$ cat config.mk
export PLATFORM = sky130hd
export DESIGN_NAME = spw_link_supervisor
export DESIGN_NICKNAME = d
export VERILOG_FILES = /design/src/rtl/spw_sup_pkg.sv /design/src/rtl/spw_sync2.sv /design/src/rtl/spw_link_supervisor.sv
export SDC_FILE = /design/constraint.sdc
export NUM_CORES = 1
export LEC_CHECK = 0
export ABC_CLOCK_PERIOD_IN_PS = 1800
export BUFFER_PORTS_ARGS = -buffer_cell sky130_fd_sc_hd__buf_2
export CORE_MARGIN = 5
export CORE_UTILIZATION = 47
export DETAILED_ROUTE_END_ITERATION = 7
export GPL_TIMING_DRIVEN = 0
export PLACE_DENSITY_LB_ADDON = 0.25
export SKIP_LAST_GASP = 1
export SLEW_MARGIN = 15
export SYNTH_ARGS = -nofsm -noshare
export SYNTH_HDL_FRONTEND = slang
export SYNTH_HIERARCHICAL = 1
export SYNTH_SLANG_ARGS = --single-unit
$ cat constraint.sdc
create_clock -name clk -period 1.8 [get_ports clk]
set_input_delay 0.18 -clock clk [delete_from_list [all_inputs] [get_ports clk]]
set_output_delay 0.18 -clock clk [all_outputs]
set_load 0.02 [all_outputs]
$ cat src/rtl/spw_sup_pkg.sv
// rtl/spw_sup_pkg.sv - shared encodings for the SpaceWire link supervisor
package spw_sup_pkg;

  typedef enum logic [2:0] {
    SUP_OFF      = 3'd0,
    SUP_START    = 3'd1,
    SUP_WAIT_RUN = 3'd2,
    SUP_RUN      = 3'd3,
    SUP_BACKOFF  = 3'd4,
    SUP_GIVEUP   = 3'd5
  } sup_state_e;

  localparam logic [1:0] ADDR_CTRL   = 2'd0;
  localparam logic [1:0] ADDR_STATUS = 2'd1;
  localparam logic [1:0] ADDR_EVENT  = 2'd2;
  localparam logic [1:0] ADDR_RSVD   = 2'd3;

  localparam int CTRL_ENABLE    = 0;
  localparam int CTRL_AUTOSTART = 1;
  localparam int CTRL_IRQ_EN    = 2;

  localparam int EV_LINK_UP      = 0;
  localparam int EV_LINK_LOST    = 1;
  localparam int EV_ATTEMPT_FAIL = 2;
  localparam int EV_GAVE_UP      = 3;

  localparam int FS_ERROR_RESET = 0;
  localparam int FS_ERROR_WAIT  = 1;
  localparam int FS_READY       = 2;
  localparam int FS_STARTED     = 3;
  localparam int FS_CONNECTING  = 4;
  localparam int FS_RUN         = 5;

endpackage

$ cat src/rtl/spw_sync2.sv
// rtl/spw_sync2.sv - two-flop synchronizer for signals arriving from another clock domain
module spw_sync2 #(
  parameter int WIDTH = 1
) (
  input  logic             clk,
  input  logic             reset_n,
  input  logic [WIDTH-1:0] d,
  output logic [WIDTH-1:0] q
);

  logic [WIDTH-1:0] meta_q;
  logic [WIDTH-1:0] sync_q;

  always_ff @(posedge clk or negedge reset_n) begin
    if (!reset_n) begin
      meta_q <= '0;
      sync_q <= '0;
    end else begin
      meta_q <= d;
      sync_q <= meta_q;
    end
  end

  assign q = sync_q;

endmodule

$ cat src/rtl/spw_link_supervisor.sv
// rtl/spw_link_supervisor.sv - Avalon-MM link bring-up supervisor for the SpaceWire ulight core
module spw_link_supervisor
  import spw_sup_pkg::*;
#(
  parameter logic [15:0] TIMEOUT_CYCLES = 16'd2000,
  parameter logic [15:0] BACKOFF_CYCLES = 16'd1000,
  parameter logic [3:0]  MAX_RETRY      = 4'd7
) (
  input  logic        clk,
  input  logic        reset_n,
  input  logic [1:0]  address,
  input  logic        write,
  input  logic [31:0] writedata,
  output logic [31:0] readdata,
  input  logic [5:0]  fsm_info,
  output logic        link_start,
  output logic        link_disable,
  output logic        auto_start,
  output logic        irq
);

  logic [5:0]  fs;
  sup_state_e  state_q, state_d;
  logic [15:0] timer_q, timer_d;
  logic [3:0]  retry_q, retry_d;
  logic [2:0]  ctrl_q, ctrl_d;
  logic [3:0]  event_q, event_d;
  logic [3:0]  ev_set, ev_clr;
  logic [31:0] readdata_q, readdata_d;
  logic        link_start_q, link_start_d;
  logic        link_disable_q, link_disable_d;
  logic        auto_start_q, auto_start_d;
  logic        irq_q, irq_d;
  logic        unused_wdata;

  assign unused_wdata = ^writedata[31:4];

  spw_sync2 #(.WIDTH(6)) u_fs_sync (
    .clk     (clk),
    .reset_n (reset_n),
    .d       (fsm_info),
    .q       (fs)
  );

  always_comb begin
    ctrl_d  = ctrl_q;
    state_d = state_q;
    timer_d = timer_q;
    retry_d = retry_q;
    ev_set  = '0;
    ev_clr  = '0;

    if (write && address == ADDR_CTRL) ctrl_d = writedata[2:0];
    if (write && address == ADDR_EVENT) ev_clr = writedata[3:0];

    if (!ctrl_q[CTRL_ENABLE]) begin
      state_d = SUP_OFF;
      retry_d = '0;
    end else begin
      case (state_q)
        SUP_OFF: state_d = SUP_START;
        SUP_START: begin
          timer_d = TIMEOUT_CYCLES - 16'd1;
          state_d = SUP_WAIT_RUN;
        end
        SUP_WAIT_RUN: begin
          if (fs[FS_RUN]) begin
            state_d            = SUP_RUN;
            retry_d            = '0;
            ev_set[EV_LINK_UP] = 1'b1;
          end else if (timer_q == 16'd0) begin
            state_d                 = SUP_BACKOFF;
            timer_d                 = BACKOFF_CYCLES - 16'd1;
            ev_set[EV_ATTEMPT_FAIL] = 1'b1;
            if (retry_q < MAX_RETRY) retry_d = retry_q + 4'd1;
          end else begin
            timer_d = timer_q - 16'd1;
          end
        end
        SUP_RUN: begin
          if (!fs[FS_RUN]) begin
            state_d              = SUP_START;
            ev_set[EV_LINK_LOST] = 1'b1;
          end
        end
        SUP_BACKOFF: begin
          if (timer_q == 16'd0) begin
            if (retry_q == MAX_RETRY) begin
              state_d            = SUP_GIVEUP;
              ev_set[EV_GAVE_UP] = 1'b1;
            end else begin
              state_d = SUP_START;
            end
          end else begin
            timer_d = timer_q - 16'd1;
          end
        end
        SUP_GIVEUP: state_d = SUP_GIVEUP;
        default:    state_d = SUP_OFF;
      endcase
    end

    // set beats a simultaneous W1C so no hardware event is ever lost
    event_d = (event_q & ~ev_clr) | ev_set;

    // outputs are registered from next-state values so they track state_q glitch-free
    link_start_d   = (state_d == SUP_START) || (state_d == SUP_WAIT_RUN) || (state_d == SUP_RUN);
    link_disable_d = !link_start_d;
    auto_start_d   = ctrl_d[CTRL_AUTOSTART] & ctrl_d[CTRL_ENABLE] &
                     (state_d != SUP_OFF) & (state_d != SUP_GIVEUP);
    irq_d          = ctrl_d[CTRL_IRQ_EN] & (|event_d);

    case (address)
      ADDR_CTRL:   readdata_d = {29'd0, ctrl_q};
      ADDR_STATUS: readdata_d = {19'd0, retry_q, state_q, fs};
      ADDR_EVENT:  readdata_d = {28'd0, event_q};
      default:     readdata_d = 32'd0;
    endcase
  end

  always_ff @(posedge clk or negedge reset_n) begin
    if (!reset_n) begin
      state_q        <= SUP_OFF;
      timer_q        <= '0;
      retry_q        <= '0;
      ctrl_q         <= '0;
      event_q        <= '0;
      readdata_q     <= '0;
      link_start_q   <= 1'b0;
      link_disable_q <= 1'b1;
      auto_start_q   <= 1'b0;
      irq_q          <= 1'b0;
    end else begin
      state_q        <= state_d;
      timer_q        <= timer_d;
      retry_q        <= retry_d;
      ctrl_q         <= ctrl_d;
      event_q        <= event_d;
      readdata_q     <= readdata_d;
      link_start_q   <= link_start_d;
      link_disable_q <= link_disable_d;
      auto_start_q   <= auto_start_d;
      irq_q          <= irq_d;
    end
  end

  assign readdata     = readdata_q;
  assign link_start   = link_start_q;
  assign link_disable = link_disable_q;
  assign auto_start   = auto_start_q;
  assign irq          = irq_q;

endmodule

==> flow_summary_export.csv, run 1 <==
group,metric,value,unit
floorplan,core_area,5956,µm²
sta,setup_viol,1,
run_status,violations,"setup timing",
placed_design,dp_cells,389,
setup_path,crit_required,2010,ps
route,vias,2139,
final_layout,layout_commonest_cell,"dfrtp_1",
floorplan,die-width,88.30,µm
cts,path_clk_slew,70,ps
power,power.density,1052,nW/µm²
route,drt-total-wl,6017,µm
logic_synthesis,syn_inst,266,
sta,min_period_over_period,100.1,%
cts,cts.sinks,59,
grt,grt_usage,16.50,%
final_layout,final_layout_size_suffix_gt1_share,35.06,%
logic_synthesis,yosysWarnings,6,
grt,grt_pass1_wl,9867,µm
grt,grt_max_degree,60,
cts,clock_latency,330,ps
logic_synthesis,avgSynthCellArea,10.83,µm²
placed_design,detailed_place_hpwl,4061,µm
placed_design,place_congestion,0.8363,
logic_synthesis,ys_types,58,
setup_path,crit_slowest_cell,"dfrtp_1",
final_layout,multiInputGateArea,1369,µm²
final_layout,register_area,1480,µm²
cts,cts_root_buffer,"clkbuf_8",
setup_path,worstPathArrival,2010,ps
route,wire_per_inst,14.22,µm
route,ant_nets,0,
run_status,outcome,"finished with violations",
setup_path,slowest_delay,400,ps
sta,hold_ws,97.66,ps
logic_synthesis,ys_seq_area_share,51.28,%
floorplan,boundaryPins,79,
sta,setup_ws,-2.428,ps
route,drt_pre_antenna_iters,4,
sta,clock_skew,8.149,ps
floorplan,start_util,48.38,%
sta,post-route-min-period,1802,ps
grt,grt_pass1_vias,2088,
placed_design,placement.io_buffers,30,
setup_path,worst-setup-path-type,"flop to flop",
setup_path,crit_path_cell_trace,"inv_2 -> ha_4 -> nor3b_4 -> and4_1 -> buf_6 -> nor2_2 -> a211oi_4 -> a221oi_2",
grt,antenna_found_initial,0,
setup_path,path_max_fanout,6,
final_layout,syn2layout_area_growth,27.14,%
logic_synthesis,ys_ff_latch,59,
final_layout,diodes,0,
cts,cts_buffer_depth,2,
route,vias_per_cell,5.057,
sta,tightest_slew,727.2,ps
final_layout,layoutNonFillerInstCount,423,
route,drc,0,
route,drt_iter0_drc,127,
sta,rsz0062_at_grt,"true",
setup_path,startpoint_type,"flop",
final_layout,fill_cells,504,
sta,clock.fmax,554.8,MHz
placed_design,placedInstanceArea,3201,µm²
cts,h-tree-depth,3,
logic_synthesis,synthFlopType,"dfrtp_1",
min_path,hold_class,"input port to flop",
power,leakagePower,1.775,nW
sta,final.setup.tns,-2.428,ps
cts,cts_tree,"yes",
floorplan,die_h,88.30,µm
floorplan,rows,28,
setup_path,end_kind,"flop",
logic_synthesis,synthArstFlopShare,100.0,%
final_layout,fin_util,61.51,%
sta,hold_violations,0,
grt,grt-ovfl-total,0,
final_layout,final_cell_mix,"dfrtp_1, buf_2, buf_4, nand2_1, conb_1",
logic_synthesis,synth_enable_flop_cells,0,
final_layout,final_area,3664,µm²
sta,slew_headroom,51.52,%
logic_synthesis,synth_area,2882,µm²
flow_run,maxCapViolCount,0,
cts,numCtsBuffers,9,
final_layout,nNetsFinal,389,
floorplan,dieArea,7797,µm²
sta,drv_slew,0,
power,ir_drop,620.7,µV
==> logic make-up (layout without fill, tap and decap cells) <==
group / Yosys count / after routing / synth area share, %
mux: 10 / 10 / 3.561
fa+ha+maj: 3 / 3 / 1.303
simple gates: 107 / 107 / 22.28
other cells: 1 / 19 / 0.1301
flops: 59 / 59 / 51.28
buf+inv: 31 / 95 / 7.121
compound gates: 55 / 55 / 14.33
==> layer usage <==
| metal | vias up | track usage (%) | share of wire (%) |
|---|---|---|---|
| met5 | - | 0 | 0 |
| met4 | 0 | 8.516 | 1.8 |
| met3 | 12 | 3.352 | 5.7 |
| met2 | 62 | 24.41 | 47 |
| met1 | 1015 | 22.96 | 46 |
| li1 | 1050 | - | - |
==> final cells by class <==
class	count	share of cell area (%)
well taps	75	2.561
plain buffers	26	5.191
clock buffers	10	3.757
repair buffers	48	8.436
flip-flops and latches	59	40.40
multi-input cells	194	37.36
clock inverters	6	1.776
inverters	5	0.5123
==> critical path, delay by kind of cell (launching register included) <==
family / cells / cell delay [ps]
simple gates: 3 / 590
flops: 1 / 400
compound gates: 2 / 320
buf+inv: 2 / 240
fa+ha+maj: 1 / 130
==> synth_stat cells (4+ instances only) <==
master	n	area share (%)
dfrtp_1	58	50
nand2_1	29	3.8
buf_4	21	5.5
nor2_1	14	1.8
a21oi_1	13	2.3
o21ai_0	11	1.9
and2_1	10	2.2
nand2b_1	10	2.2
mux2i_1	8	2.8
nand3_1	6	1.0
nor4_1	6	1.3
inv_1	5	0.65
a31oi_1	4	0.87
and3_1	4	0.87
==> flip-flops by register name, summed over array words and instances (netlist names) <==
register and flops:
state_q 3, readdata 13, u_fs_sync/meta_q 6, ctrl_q 3
auto_start 1, u_fs_sync/q 6, retry_q 4, link_start 1
link_disable 1, event_q 4, irq 1, timer_q 16
==> power breakdown <==
part | total [mW] | internal, mW | switching (mW)
clock | 1.20 | 0.675 | 0.525
combinational | 1.06 | 0.454 | 0.608
sequential | 1.59 | 1.48 | 0.108
==> final timing paths <==
path                                startpoint             end  slack [ps]  cells after the start
max                                 timer_q[1]      auto_start          -2                      8
min                               writedata[1]       ctrl_q[1]         100                      3
max reg2reg                         timer_q[1]      auto_start          -2                      8
min reg2reg                u_fs_sync/meta_q[3]  u_fs_sync/q[3]         350                      0
max in group asynchronous              reset_n  u_fs_sync/q[5]         820                      2
min in group asynchronous              reset_n     readdata[4]         440                      2
==> through the flow <==
stage / worst slack, ps / power, mW
after detailed placement: -343.0 / 2.493
after global routing: -120.4 / 4.061
after global placement: -269.5 / 2.472
after floorplan: 13.30 / 2.258
after CTS: -9.878 / 3.783
final: -2.428 / 3.854
==> timing repair <==
item	CTS	global route
setup endpoints to repair	26	21
resized for setup	10	19
endpoints found under the hold margin	64	0
buffers inserted	6	5
hold buffers	7	0
pin swaps	5	11
(Power assumes the default switching activity.)
==> run 2, diff against run 1 <==
--- a/config.mk
+++ b/config.mk
@@ -7,6 +7,7 @@
 export LEC_CHECK = 0
 export ABC_CLOCK_PERIOD_IN_PS = 1800
 export BUFFER_PORTS_ARGS = -buffer_cell sky130_fd_sc_hd__buf_2
+export CORE_ASPECT_RATIO = 1.4
 export CORE_MARGIN = 5
 export CORE_UTILIZATION = 47
 export DETAILED_ROUTE_END_ITERATION = 7
==> flow_summary_export.csv, run 2 (synthesis results as in run 1) <==
group,metric,value,unit
final_layout,final_area,3746,µm²
power,ir_drop,539.3,µV
sta,setup_ws,-22.26,ps
setup_path,crit_start,"timer_q[1]",
sta,post-route-min-period,1822,ps
setup_path,worstPathArrival,2030,ps
cts,cts_tree,"yes",
cts,cts.sinks,59,
sta,clock.fmax,548.8,MHz
setup_path,path_max_fanout,8,
power,clkPwrFrac,32.5,%
sta,clock_skew,9.884,ps
power,pwr-share-comb,27.7,%
final_layout,register_area,1481,µm²
final_layout,final_layout_size_suffix_gt1_share,36.86,%
final_layout,multiInputGateArea,1418,µm²
floorplan,start_util,48.80,%
sta,drv_slew,0,
placed_design,place_congestion,0.8669,
route,wire_per_inst,14.47,µm
floorplan,core_area,5904,µm²
route,vias,2194,
setup_path,startpoint_type,"flop",
grt,grt-ovfl-total,0,
route,drt_pre_antenna_iters,4,
route,drt_iter0_drc,107,
floorplan,die_h,102.6,µm
final_layout,nNetsFinal,392,
power,p_int,2.782,mW
floorplan,rows,33,
setup_path,end_kind,"flop",
cts,numCtsBuffers,9,
grt,antenna_found_initial,0,
grt,grt_max_degree,60,
min_path,hold_depth,3,
run_status,violations,"setup timing",
power,swShare,30.83,%
min_path,min_to,"ctrl_q[1]",
grt,grt_pass1_vias,2143,
run_status,outcome,"finished with violations",
placed_design,placedInstanceArea,3194,µm²
flow_run,maxCapViolCount,0,
setup_path,crit_required,2000,ps
cts,clock_latency,340,ps
power,leakagePower,1.799,nW
sta,setup_viol,2,
route,drc,0,
final_layout,final_cell_mix,"dfrtp_1, buf_4, buf_2, nand2_1, conb_1",
sta,rsz0062_at_grt,"true",
placed_design,dpl_worst_slack,-275.2,ps
cts,path_clk_slew,70,ps
floorplan,boundaryPins,79,
placed_design,detailed_place_hpwl,4122,µm
cts,cts_root_buffer,"clkbuf_8",
power,power.density,1074,nW/µm²
final_layout,syn2layout_area_growth,30.00,%
sta,hold_ws,71.84,ps
final_layout,layout_commonest_cell,"dfrtp_1",
floorplan,die-width,76.18,µm
cts,h-tree-depth,3,
final_layout,regMostFlops,"timer_q",
route,ant_nets,0,
sta,min_period_over_period,101.2,%
route,drt-total-wl,6078,µm
setup_path,reg2reg_depth,7,
setup_path,worst-setup-path-type,"flop to flop",
power,p_switching,1.240,mW
min_path,min_from,"writedata[1]",
power,p_seq_share,39.7,%
grt,grt_usage,16.09,%
sta,final.setup.tns,-28.28,ps
grt,grt_pass1_wl,9956,µm
final_layout,largest_register_ffs,16,
floorplan,dieArea,7819,µm²
final_layout,fill_cells,471,
cts,cts_buffer_depth,2,
placed_design,placement.io_buffers,30,
min_path,hold_class,"input port to flop",
final_layout,diodes,0,
setup_path,reg2reg_slack,-20,ps
route,vias_per_cell,5.224,
sta,slew_headroom,52.58,%
setup_path,crit-reg2reg-launch,"timer_q[1]",
sta,hold_violations,0,
sta,tightest_slew,711.3,ps
setup_path,r2r-end,"timer_q[13]",
==> run 2: changes by cell type in the layout (fill, tap and decap cells not counted), moves of 2 or more <==
cell      before  now
buf_4         31   33
clkinv_4       2    0
nand2_2        0    2
nand2b_2       3    0
nand2b_4       0    3
nor4_1         6    3
nor4_2         0    2
o21ai_0       10    8
==> run 2: worst max path at each step <==
stage | slack, ps | end | cells past startpoint
after floorplan | 10 | auto_start | 7
after global placement | -250 | timer_q[12] | 8
after detailed placement | -280 | timer_q[15] | 8
after CTS | 6 | timer_q[13] | 7
after global routing | -120 | auto_start | 7
final | -20 | timer_q[13] | 7
==> run 2: timing repair <==
item,in CTS,in global routing
buffers inserted,6,8
endpoints found under the hold margin,64,0
endpoints found under the setup margin,26,23
hold buffers,7,0
pin swaps,8,18
gates resized for setup,12,27
==> run 2: per-stage QoR <==
step / util [%] / power, mW / instances
finish: 63.45 / 4.022 / 420
global placement: 54.06 / 2.469 / 384
floorplan: - / 2.258 / 284
detailed placement: 54.10 / 2.490 / 384
global route: 63.45 / 4.214 / 420
CTS: 60.48 / 3.876 / 412
==> run 2: worst max-delay path, cell delays in order, from the launching register on <==
cell and delay (ps):
dfrtp_1 380, inv_2 90, ha_4 140, nor3b_4 300
nand4_4 190, a21oi_4 320, or2_4 180, a31oi_2 90
==> run 2: per-layer routing <==
metal	vias up	global-route usage (%)	share of wire, %	wire length [µm]
li1	1057	-	-	-
met1	1059	18.53	39	2394
met2	59	26.52	53	3229
met3	19	4.108	4.2	257
met4	0	10.90	3.2	197
met5	-	0	0	0
==> run 2: power by group through the flow <==
stage               Clock [mW]  Sequential, mW  Combinational, mW
floorplan                    0            1.65              0.610
global placement             0            1.61              0.855
detailed placement           0            1.62              0.870
CTS                       1.33            1.59              0.960
global route              1.38            1.62               1.21
finish                    1.31            1.60               1.12
==> run 2: cell type report <==
class / instances / area share, %
multi-input combinational: 194 / 37.84
buffer: 26 / 5.077
timing repair buffer: 51 / 8.951
inverter: 5 / 0.5010
clock inverter: 5 / 2.071
sequential: 59 / 39.55
tap: 70 / 2.338
clock buffer: 10 / 3.674
